## src/rtl/alu_seq_param_if.sv

```systemverilog
// Handshake bundle for alu_seq_param: operand channel (in_*) and result channel (out_*).
interface alu_seq_param_if #(
    parameter int unsigned WIDTH = 8
);
    logic                 in_valid;
    logic                 in_ready;
    logic [WIDTH-1:0]     a;
    logic [WIDTH-1:0]     b;
    logic [2:0]           opcode;
    logic                 out_valid;
    logic                 out_ready;
    logic [2*WIDTH-1:0]   result;
    logic                 cout;
    logic                 zero;
    logic                 busy;

    modport master (
        output in_valid, a, b, opcode, out_ready,
        input  in_ready, out_valid, result, cout, zero, busy
    );

    modport slave (
        input  in_valid, a, b, opcode, out_ready,
        output in_ready, out_valid, result, cout, zero, busy
    );
endinterface

```

## src/rtl/alu_seq_param.sv

```systemverilog
// Registered WIDTH-bit ALU with single-slot valid/ready handshake and an iterative
// shift-add multiplier; result is 2*WIDTH bits with carry/borrow and zero flags.
module alu_seq_param #(
    parameter int unsigned WIDTH = 8
) (
    input logic            clk,
    input logic            rst_n,
    alu_seq_param_if.slave bus
);
    localparam int unsigned CntW = $clog2(WIDTH + 1);

    localparam logic [2:0] OpAdd = 3'b000;
    localparam logic [2:0] OpSub = 3'b001;
    localparam logic [2:0] OpMul = 3'b010;
    localparam logic [2:0] OpShl = 3'b011;
    localparam logic [2:0] OpShr = 3'b100;
    localparam logic [2:0] OpAnd = 3'b101;
    localparam logic [2:0] OpOr  = 3'b110;
    localparam logic [2:0] OpXor = 3'b111;

    typedef enum logic [1:0] {StIdle, StMul, StDone} state_e;

    state_e               state_q;
    logic [2*WIDTH-1:0]   acc_q;
    logic [2*WIDTH-1:0]   mcand_q;
    logic [WIDTH-1:0]     mplr_q;
    logic [CntW-1:0]      cnt_q;
    logic [2*WIDTH-1:0]   result_q;
    logic                 cout_q;
    logic                 zero_q;
    logic                 out_valid_q;
    logic                 busy_q;

    logic                 accept;
    logic [WIDTH:0]       sum;
    logic [WIDTH:0]       diff;
    logic [2*WIDTH-1:0]   alu_res;
    logic                 alu_cout;
    logic [2*WIDTH-1:0]   acc_step;

    assign bus.in_ready  = (state_q == StIdle) && rst_n;
    assign bus.out_valid = out_valid_q;
    assign bus.result    = result_q;
    assign bus.cout      = cout_q;
    assign bus.zero      = zero_q;
    assign bus.busy      = busy_q;

    assign accept   = bus.in_valid && bus.in_ready;
    assign acc_step = mplr_q[0] ? (acc_q + mcand_q) : acc_q;

    // Single-cycle ops are evaluated straight from the inputs at the accept edge.
    always_comb begin
        sum      = {1'b0, bus.a} + {1'b0, bus.b};
        diff     = {1'b0, bus.a} - {1'b0, bus.b};
        alu_res  = '0;
        alu_cout = 1'b0;
        unique case (bus.opcode)
            OpAdd: begin
                alu_res[WIDTH:0] = sum;
                alu_cout         = sum[WIDTH];
            end
            OpSub: begin
                alu_res[WIDTH-1:0] = diff[WIDTH-1:0];
                alu_cout           = diff[WIDTH];
            end
            OpMul: alu_res = '0;
            OpShl: begin
                alu_res[WIDTH:0] = {bus.a, 1'b0};
                alu_cout         = bus.a[WIDTH-1];
            end
            OpShr: begin
                alu_res[WIDTH-1:0] = {1'b0, bus.a[WIDTH-1:1]};
                alu_cout           = bus.a[0];
            end
            OpAnd: alu_res[WIDTH-1:0] = bus.a & bus.b;
            OpOr:  alu_res[WIDTH-1:0] = bus.a | bus.b;
            OpXor: alu_res[WIDTH-1:0] = bus.a ^ bus.b;
        endcase
    end

    always_ff @(posedge clk or negedge rst_n) begin
        if (!rst_n) begin
            state_q     <= StIdle;
            acc_q       <= '0;
            mcand_q     <= '0;
            mplr_q      <= '0;
            cnt_q       <= '0;
            result_q    <= '0;
            cout_q      <= 1'b0;
            zero_q      <= 1'b0;
            out_valid_q <= 1'b0;
            busy_q      <= 1'b0;
        end else begin
            case (state_q)
                StIdle: begin
                    if (accept) begin
                        busy_q <= 1'b1;
                        if (bus.opcode == OpMul) begin
                            acc_q   <= '0;
                            mcand_q <= {{WIDTH{1'b0}}, bus.a};
                            mplr_q  <= bus.b;
                            cnt_q   <= CntW'(WIDTH);
                            state_q <= StMul;
                        end else begin
                            result_q    <= alu_res;
                            cout_q      <= alu_cout;
                            zero_q      <= (alu_res == '0);
                            out_valid_q <= 1'b1;
                            state_q     <= StDone;
                        end
                    end
                end
                StMul: begin
                    acc_q   <= acc_step;
                    mcand_q <= mcand_q << 1;
                    mplr_q  <= mplr_q >> 1;
                    cnt_q   <= cnt_q - 1'b1;
                    // Last step: publish the product including this step's partial add.
                    if (cnt_q == CntW'(1)) begin
                        result_q    <= acc_step;
                        cout_q      <= 1'b0;
                        zero_q      <= (acc_step == '0);
                        out_valid_q <= 1'b1;
                        state_q     <= StDone;
                    end
                end
                StDone: begin
                    if (bus.out_ready) begin
                        out_valid_q <= 1'b0;
                        busy_q      <= 1'b0;
                        state_q     <= StIdle;
                    end
                end
                default: begin
                    out_valid_q <= 1'b0;
                    busy_q      <= 1'b0;
                    state_q     <= StIdle;
                end
            endcase
        end
    end
endmodule
```

## src/flat_wrapper.sv

```systemverilog
// flat-port wrapper written by rule: the top's interface ports become plain ports
module alu_seq_param_flat 
#(
    parameter int unsigned WIDTH = 8
)
  (clk, rst_n, bus_in_valid, bus_a, bus_b, bus_opcode, bus_out_ready, bus_in_ready, bus_out_valid, bus_result, bus_cout, bus_zero, bus_busy);
  alu_seq_param_if #(.WIDTH(WIDTH)) bus_i ();
  input logic clk;
  input logic rst_n;
  input wire logic [$bits(bus_i.in_valid)-1:0] bus_in_valid;
  input wire logic [$bits(bus_i.a)-1:0] bus_a;
  input wire logic [$bits(bus_i.b)-1:0] bus_b;
  input wire logic [$bits(bus_i.opcode)-1:0] bus_opcode;
  input wire logic [$bits(bus_i.out_ready)-1:0] bus_out_ready;
  output wire logic [$bits(bus_i.in_ready)-1:0] bus_in_ready;
  output wire logic [$bits(bus_i.out_valid)-1:0] bus_out_valid;
  output wire logic [$bits(bus_i.result)-1:0] bus_result;
  output wire logic [$bits(bus_i.cout)-1:0] bus_cout;
  output wire logic [$bits(bus_i.zero)-1:0] bus_zero;
  output wire logic [$bits(bus_i.busy)-1:0] bus_busy;
  assign bus_i.in_valid = bus_in_valid;
  assign bus_i.a = bus_a;
  assign bus_i.b = bus_b;
  assign bus_i.opcode = bus_opcode;
  assign bus_i.out_ready = bus_out_ready;
  assign bus_in_ready = bus_i.in_ready;
  assign bus_out_valid = bus_i.out_valid;
  assign bus_result = bus_i.result;
  assign bus_cout = bus_i.cout;
  assign bus_zero = bus_i.zero;
  assign bus_busy = bus_i.busy;
  alu_seq_param #(.WIDTH(WIDTH)) u_core (.clk(clk), .rst_n(rst_n), .bus(bus_i));
endmodule
```

## config.mk

```make
export PLATFORM = sky130hd
export DESIGN_NAME = alu_seq_param_flat
export DESIGN_NICKNAME = d
export VERILOG_FILES = /design/src/rtl/alu_seq_param_if.sv /design/src/rtl/alu_seq_param.sv /design/src/flat_wrapper.sv
export SDC_FILE = /design/constraint.sdc
export NUM_CORES = 1
export LEC_CHECK = 0
export ABC_AREA = 1
export CAP_MARGIN = 15
export CORE_AREA = 2 2 100 102
export DETAILED_ROUTE_END_ITERATION = 10
export DIE_AREA = 0 0 102 104
export HOLD_SLACK_MARGIN = 0.05
export PLACE_DENSITY_LB_ADDON = 0.3
export SLEW_MARGIN = 25
export SYNTH_ARGS = -nofsm -noshare
export SYNTH_HDL_FRONTEND = slang
export SYNTH_SLANG_ARGS = --single-unit
```

## constraint.sdc

```tcl
create_clock -name clk -period 5.3 [get_ports clk]
set_input_delay 1.06 -clock clk [delete_from_list [all_inputs] [get_ports clk]]
set_output_delay 1.06 -clock clk [all_outputs]
set_load 0.03 [all_outputs]
```

==> impl_results.md, run 1 <==
* Status: finished, final reports clean
* FMAX at 278.8 MHz
* Most common cell after layout, fill and taps aside: nand2_1
* Place WS at approximately 1.4 ns
* Reg2Reg Depth at 8
* Maximum vdd drop at 0.3071 mV
* PwrDens at 440.1 nW/um^2
* Yosys reg bits at 66
* Cell count after synthesis at 811
* Total power at approximately 2.7 mW
* Clk_skew at 0.01190 ns
* Die area at 10610 um^2
* Syn nets at 878
* Area after DPL at ~5800 um^2
* Post-CTS Setup Inserts at 0
* Via density at 5.454
* CP endpoint: u_core.mcand_q[13]
* # hold bufs at CTS at 0
* Proportion of layout cells with a drive suffix above 1 at roughly 4%
* Final min period at 3.587 ns
* Crit path cell chain: clkdlybuf4s50_1 > inv_1 > nor2_1 > nand2_1 > o21ai_0 > nand2_1 > inv_1 > buf_4 > o22ai_1
* Final wirelength at 14670 um
* Leak pwr at 3.205 nW
* Startpoint types: input port
* Post-synth EDFFs at 0
* Post-route ant nets at 0
* Die X at roughly 100 um
* CTS H-tree depth at 3
* Post-route setup slack at about 1.7 ns
* Post-synthesis sequential area ratio at 30.87%
* RR Startpoint: u_core.state_q[1]
* GPL Wtd Cong at approximately 0.97
* Die height at 104 um
* # DRC at 0
* Grt total ovfl at 0
* Post-synthesis async set-or-reset flop share at 100.0%
* Hold Vio Cnt, Final at 0
* Arrival @ worst endpoint at roughly 3.8 ns
* Main synth FF type: dfrtp_1
* Critical Path RT at between 5 and 6 ns
* Total track usage at 28.41%
* Root Driver: clkbuf_8
* Number of global-route vias before repair at 5101
* Yosys warns at 0
* Syn_area_per_cell at roughly 6.6 um^2
* Crit path max fanout at 32
* Most frequent cells in the layout: nand2_1, inv_1, nand3_1
* Slowest stage cell, crit path: inv_1
* Clock Latency Late Sink at 0.34 ns
* Final net count at 909
* HPWL after DPL at 11400 um
* CTS Buffer Depth at 2
* Worst-path clk slew at 0.08 ns
* Reg2reg setup slack at 2.44 ns
* Utilization after layout at 63.31%
* CTS resizes at 0
* Syn-to-layout area delta at 13.00%
* Crit path from: bus_opcode[1]
* # IOs at 44
* Worst hold slack at 0.4893 ns
* Ant. Diodes at 0
* Unrepaired setup endpoints after global routing: no
* Setup TNS at 0 ns
* Crit share post-route at ~68%
* Design area at just over 6000 um^2
* Std-Cell Core Area at 9549 um^2
* First-pass GRT wire length at 24010 um
* WS Path Type: input port to flop
* FILL cells at 893
* Max cap viols at 0
* Relative slew slack at 37.89%
* Starting Density at a little under three fifths
* Initial antenna violation count at 0
* Total iterations of the first detailed-routing run at 5
* Inserted Clock Buffers at 9
* CTS tree: built
* Mapped Area at approximately 5400 um^2
* TritonCTS Sinks at 66
* Pins Over Slew Limit at 0
* Final Setup Violations at 0
* Hold Path Class: flop to flop
* Drt first-iter violations at 456
* Fin cells at 980
* Slowest stage delay, CP at roughly 0.8 ns
* Vias post-DR at 5345
* Slew at the pin closest to its max-slew limit at 0.9306 ns
* Crit end category: flop
* Post-detailed-route wirelength per cell at 14.97 um
* DP Cell Count at 964
* Largest net degree at the start of global routing at 67
* Port bufs at 43
* Rows at 36
* R2r endpoint: u_core.mcand_q[5]
* Netlist cell types at 37
## metal layers
layer  routed length (um)  share of wire [%]  up-vias  track usage, %
met5                    0                  0        -               0
met4                  327                2.2        0           7.619
met3                  837                5.7       30           5.040
met2                 6886                 47      190           45.54
met1                 6618                 45     2480           39.56
li1                     -                  -     2645               -
## worst max-delay path: cells and delay by family
kind	cells	cell delay, ns
and+or+nand+nor	3	0.55
buffers and inverters	4	1.88
AOI/OAI and AO/OA	2	0.28
## layout make-up
| class | instances | area, um^2 | share of cell area, % |
|---|---|---|---|
| multi-input cells | 579 | 3027 | 50.06 |
| repair buffers | 47 | 455.4 | 7.533 |
| inverters | 139 | 521.8 | 8.630 |
| clock buffers | 9 | 123.9 | 2.049 |
| clock inverters | 7 | 100.1 | 1.656 |
| flip-flops and latches | 66 | 1652 | 27.32 |
| well taps | 133 | 166.4 | 2.752 |
## worst min-delay path by stage
stage	from	end	slack [ns]	cells after the start
finish	u_core.bus.cout	u_core.bus.cout	0.49	2
global route	u_core.bus.cout	u_core.bus.cout	0.51	2
floorplan	u_core.cnt_q[3]	u_core.cnt_q[3]	0.45	2
global placement	u_core.bus.cout	u_core.bus.cout	0.47	2
detailed placement	u_core.bus.cout	u_core.bus.cout	0.47	2
CTS	u_core.bus.cout	u_core.bus.cout	0.49	2
## registers in the layout, indices dropped and copies added (netlist names)
register and flops:
u_core.bus.cout 1, u_core.bus.busy 1, u_core.bus.out_valid 1, u_core.acc_q 16, u_core.state_q 2, u_core.bus.result 16
u_core.mplr_q 8, u_core.mcand_q 16, u_core.cnt_q 4, u_core.bus.zero 1
## logic make-up (layout without fill, tap and decap cells)
family / after synthesis / after routing / share of synthesized area [%]
fa+ha+maj: 44 / 44 / 10.71
compound gates: 114 / 114 / 12.21
flops: 66 / 66 / 30.87
simple gates: 416 / 416 / 32.79
buf+inv: 166 / 202 / 12.61
xor+xnor: 5 / 5 / 0.8185
## power by group
group / switching, mW / internal, mW
combinational: 0.870 / 0.472
sequential: 0.150 / 0.689
clock: 0.211 / 0.269
total: 1.23 / 1.43
## Yosys cell counts, types with 2 or more instances
cell type / instances / area, um^2
clkbuf_1: 8 / 30.03
buf_6: 2 / 22.52
buf_2: 11 / 55.05
nand3_1: 74 / 370.4
fa_1: 3 / 60.06
buf_1: 2 / 7.510
dfrtp_1: 66 / 1652
o21bai_1: 2 / 15.01
nor2_2: 2 / 12.51
inv_1: 136 / 510.5
o22ai_1: 16 / 100.1
o21ai_0: 47 / 235.2
inv_2: 3 / 11.26
nor2_8: 2 / 40.04
nand3b_1: 3 / 22.52
nand2_1: 247 / 927.1
or2_2: 3 / 18.77
o21ai_1: 2 / 10.01
nor2_1: 68 / 255.2
nand4_1: 10 / 62.56
a21oi_1: 21 / 105.1
o211ai_1: 15 / 112.6
a31oi_1: 8 / 50.05
xor2_1: 4 / 35.03
nor3_1: 2 / 10.01
ha_1: 41 / 513.0
buf_4: 3 / 22.52
(Power assumes the default switching activity.)
==> run 2, diff against run 1 <==
clock period = 3.7 ns   (was 5.3 ns; I/O delays follow)
==> run 2 against run 1 <==
Compared with the run above: worst hold slack improved by 0.0018 ns; clock skew increased by 0.0038 ns; total power increased by 43%; final cell count increased by 0.41%; combinational power increased by 43%; clock-buffer cell count increased by 1; non-clock buffer count increased by 4; register-to-register slack got worse by 1.3 ns; setup slack got worse by 1.1 ns; critical path depth increased by 7.
==> impl_results.md, run 2 (synthesis gave the netlist of run 1 again) <==
* Final Setup Violations at 0
* Setup TNS at 0 ns
* Die height at 104 um
* Startpoint types: input port
* Crit share post-route at 84.25%
* CTS H-tree depth at 3
* Internal power at 2.055 mW
* Number of global-route vias before repair at 5133
* CTS resizes at 0
* # IOs at 44
* Maximum vdd drop at 0.4253 mV
* Relative slew slack at 44.10%
* Port bufs at 43
* Ant. Diodes at 0
* Most frequent cells in the layout: nand2_1, inv_1, nand3_1
* TritonCTS Sinks at between 60 and 70
* Final min period at 3.117 ns
* Largest net degree at the start of global routing at 67
* Slew at the pin closest to its max-slew limit at 0.8376 ns
* # DRC at 0
* WS Path Type: input port to flop
* FILL cells at 922
* Via density at ~5.5
* Initial antenna violation count at 0
* Critical Path RT at 3.95 ns
* Post-route ant nets at 0
* Pins Over Slew Limit at 0
* Post-detailed-route wirelength per cell at roughly 15 um
* Total track usage at 29.23%
* Post-CTS Setup Inserts at 0
* Die X at 102 um
* # hold bufs at CTS at 0
* Grt total ovfl at 0
* Area occupied by multi-input gates at 3027 um^2
* Rows at 36
* Drt first-iter violations at 380
* Most common cell after layout, fill and taps aside: nand2_1
* Syn-to-layout area delta at 13.70%
* Std-Cell Core Area at between 9000 and 10000 um^2
* Clock power frac at 17.5%
* Sequential share of power at 31.8%
* GPL Wtd Cong at between 0.9 and 1
* Sw Pwr at between 1.5 and 2 mW
* Total iterations of the first detailed-routing run at 8
* PwrDens at 623.5 nW/um^2
* Leak pwr at 3.223 nW
* Crit end category: flop
* Unrepaired setup endpoints after global routing: no
* Max cap viols at 0
* Clk_skew at 0.01572 ns
* Clock Latency Late Sink at 0.35 ns
* Inserted Clock Buffers at 9
* CTS Buffer Depth at 2
* Register area at 1652 um^2
* Status: finished, final reports clean
* CTS tree: built
* Combinational power share at between 50 and 60%
* FMAX at around 320 MHz
* First-pass GRT wire length at 24520 um
* Arrival @ worst endpoint at 3.37 ns
* Root Driver: clkbuf_8
* Sw frac at 45.81%
* Proportion of layout cells with a drive suffix above 1 at roughly 4.3%
* HPWL after DPL at around 12000 um
* Final wirelength at 14790 um
* Hold Path Class: flop to flop
* Hold Vio Cnt, Final at 0
* Final net count at 913
* Worst-path clk slew at ~0.08 ns
* Vias post-DR at about 5400
* Starting Density at 56.03%
* Crit path max fanout at 8
* Die area at 10610 um^2
* Total power at ~3.8 mW
run 2: final timing paths:
check	from	slack [ns]	endpoint	depth (start not counted)
max	bus_a[2]	0.58	u_core.bus.zero	16
min	u_core.bus.result[15]	0.49	u_core.bus.result[15]	2
max reg2reg	u_core.mplr_q[0]	1.17	u_core.bus.zero	12
min reg2reg	u_core.bus.result[15]	0.49	u_core.bus.result[15]	2
max in group asynchronous	rst_n	2.52	u_core.bus.result[3]	2
min in group asynchronous	rst_n	0.63	u_core.acc_q[14]	2
run 2: area by class of cell:
cell class,count,area share (%)
sequential,66,27.15
tap,133,2.736
inverter,139,8.577
timing repair buffer,51,8.186
clock inverter,6,1.501
multi-input combinational,579,49.75
clock buffer,10,2.098
run 2: worst max-delay path, stage by stage:
cell	delay, ns
clkdlybuf4s50_1	0.61
inv_1	0.10
ha_1	0.47
inv_1	0.14
a21oi_1	0.20
nand2_1	0.13
nand2_1	0.10
nand2_1	0.05
nand2_1	0.05
nand3_1	0.06
a21oi_1	0.26
nor2_1	0.08
nand4_1	0.13
o21ai_1	0.10
nand2_1	0.08
nand2_1	0.05
run 2: metal layers:
metal	global-route usage (%)	wire length, um	up-vias
met5	0	0	-
met4	11.52	405	0
met3	4.435	885	35
met2	45.77	7057	175
met1	40.48	6444	2508
li1	-	-	2654
run 2: stage by stage:
step	cells	cell area, um^2	setup WS, ns	hold WS (ns)	util, %
floorplan	811	5350	1.318	0.4444	-
global placement	968	5864	0.2902	0.4644	61.41
detailed placement	968	5864	0.2862	0.4695	61.41
CTS	984	6083	0.6223	0.4917	63.71
global route	984	6083	0.3041	0.5218	63.71
finish	984	6083	0.5826	0.4911	63.71
run 2: power by group through the flow:
| stage | registers, mW | logic, mW | clock network [mW] |
|---|---|---|---|
| after floorplan | 1.27 | 1.30 | 0 |
| after global placement | 1.20 | 1.87 | 0 |
| after detailed placement | 1.21 | 1.90 | 0 |
| after CTS | 1.20 | 1.92 | 0.675 |
| after global routing | 1.24 | 2.17 | 0.704 |
| final | 1.20 | 1.92 | 0.664 |
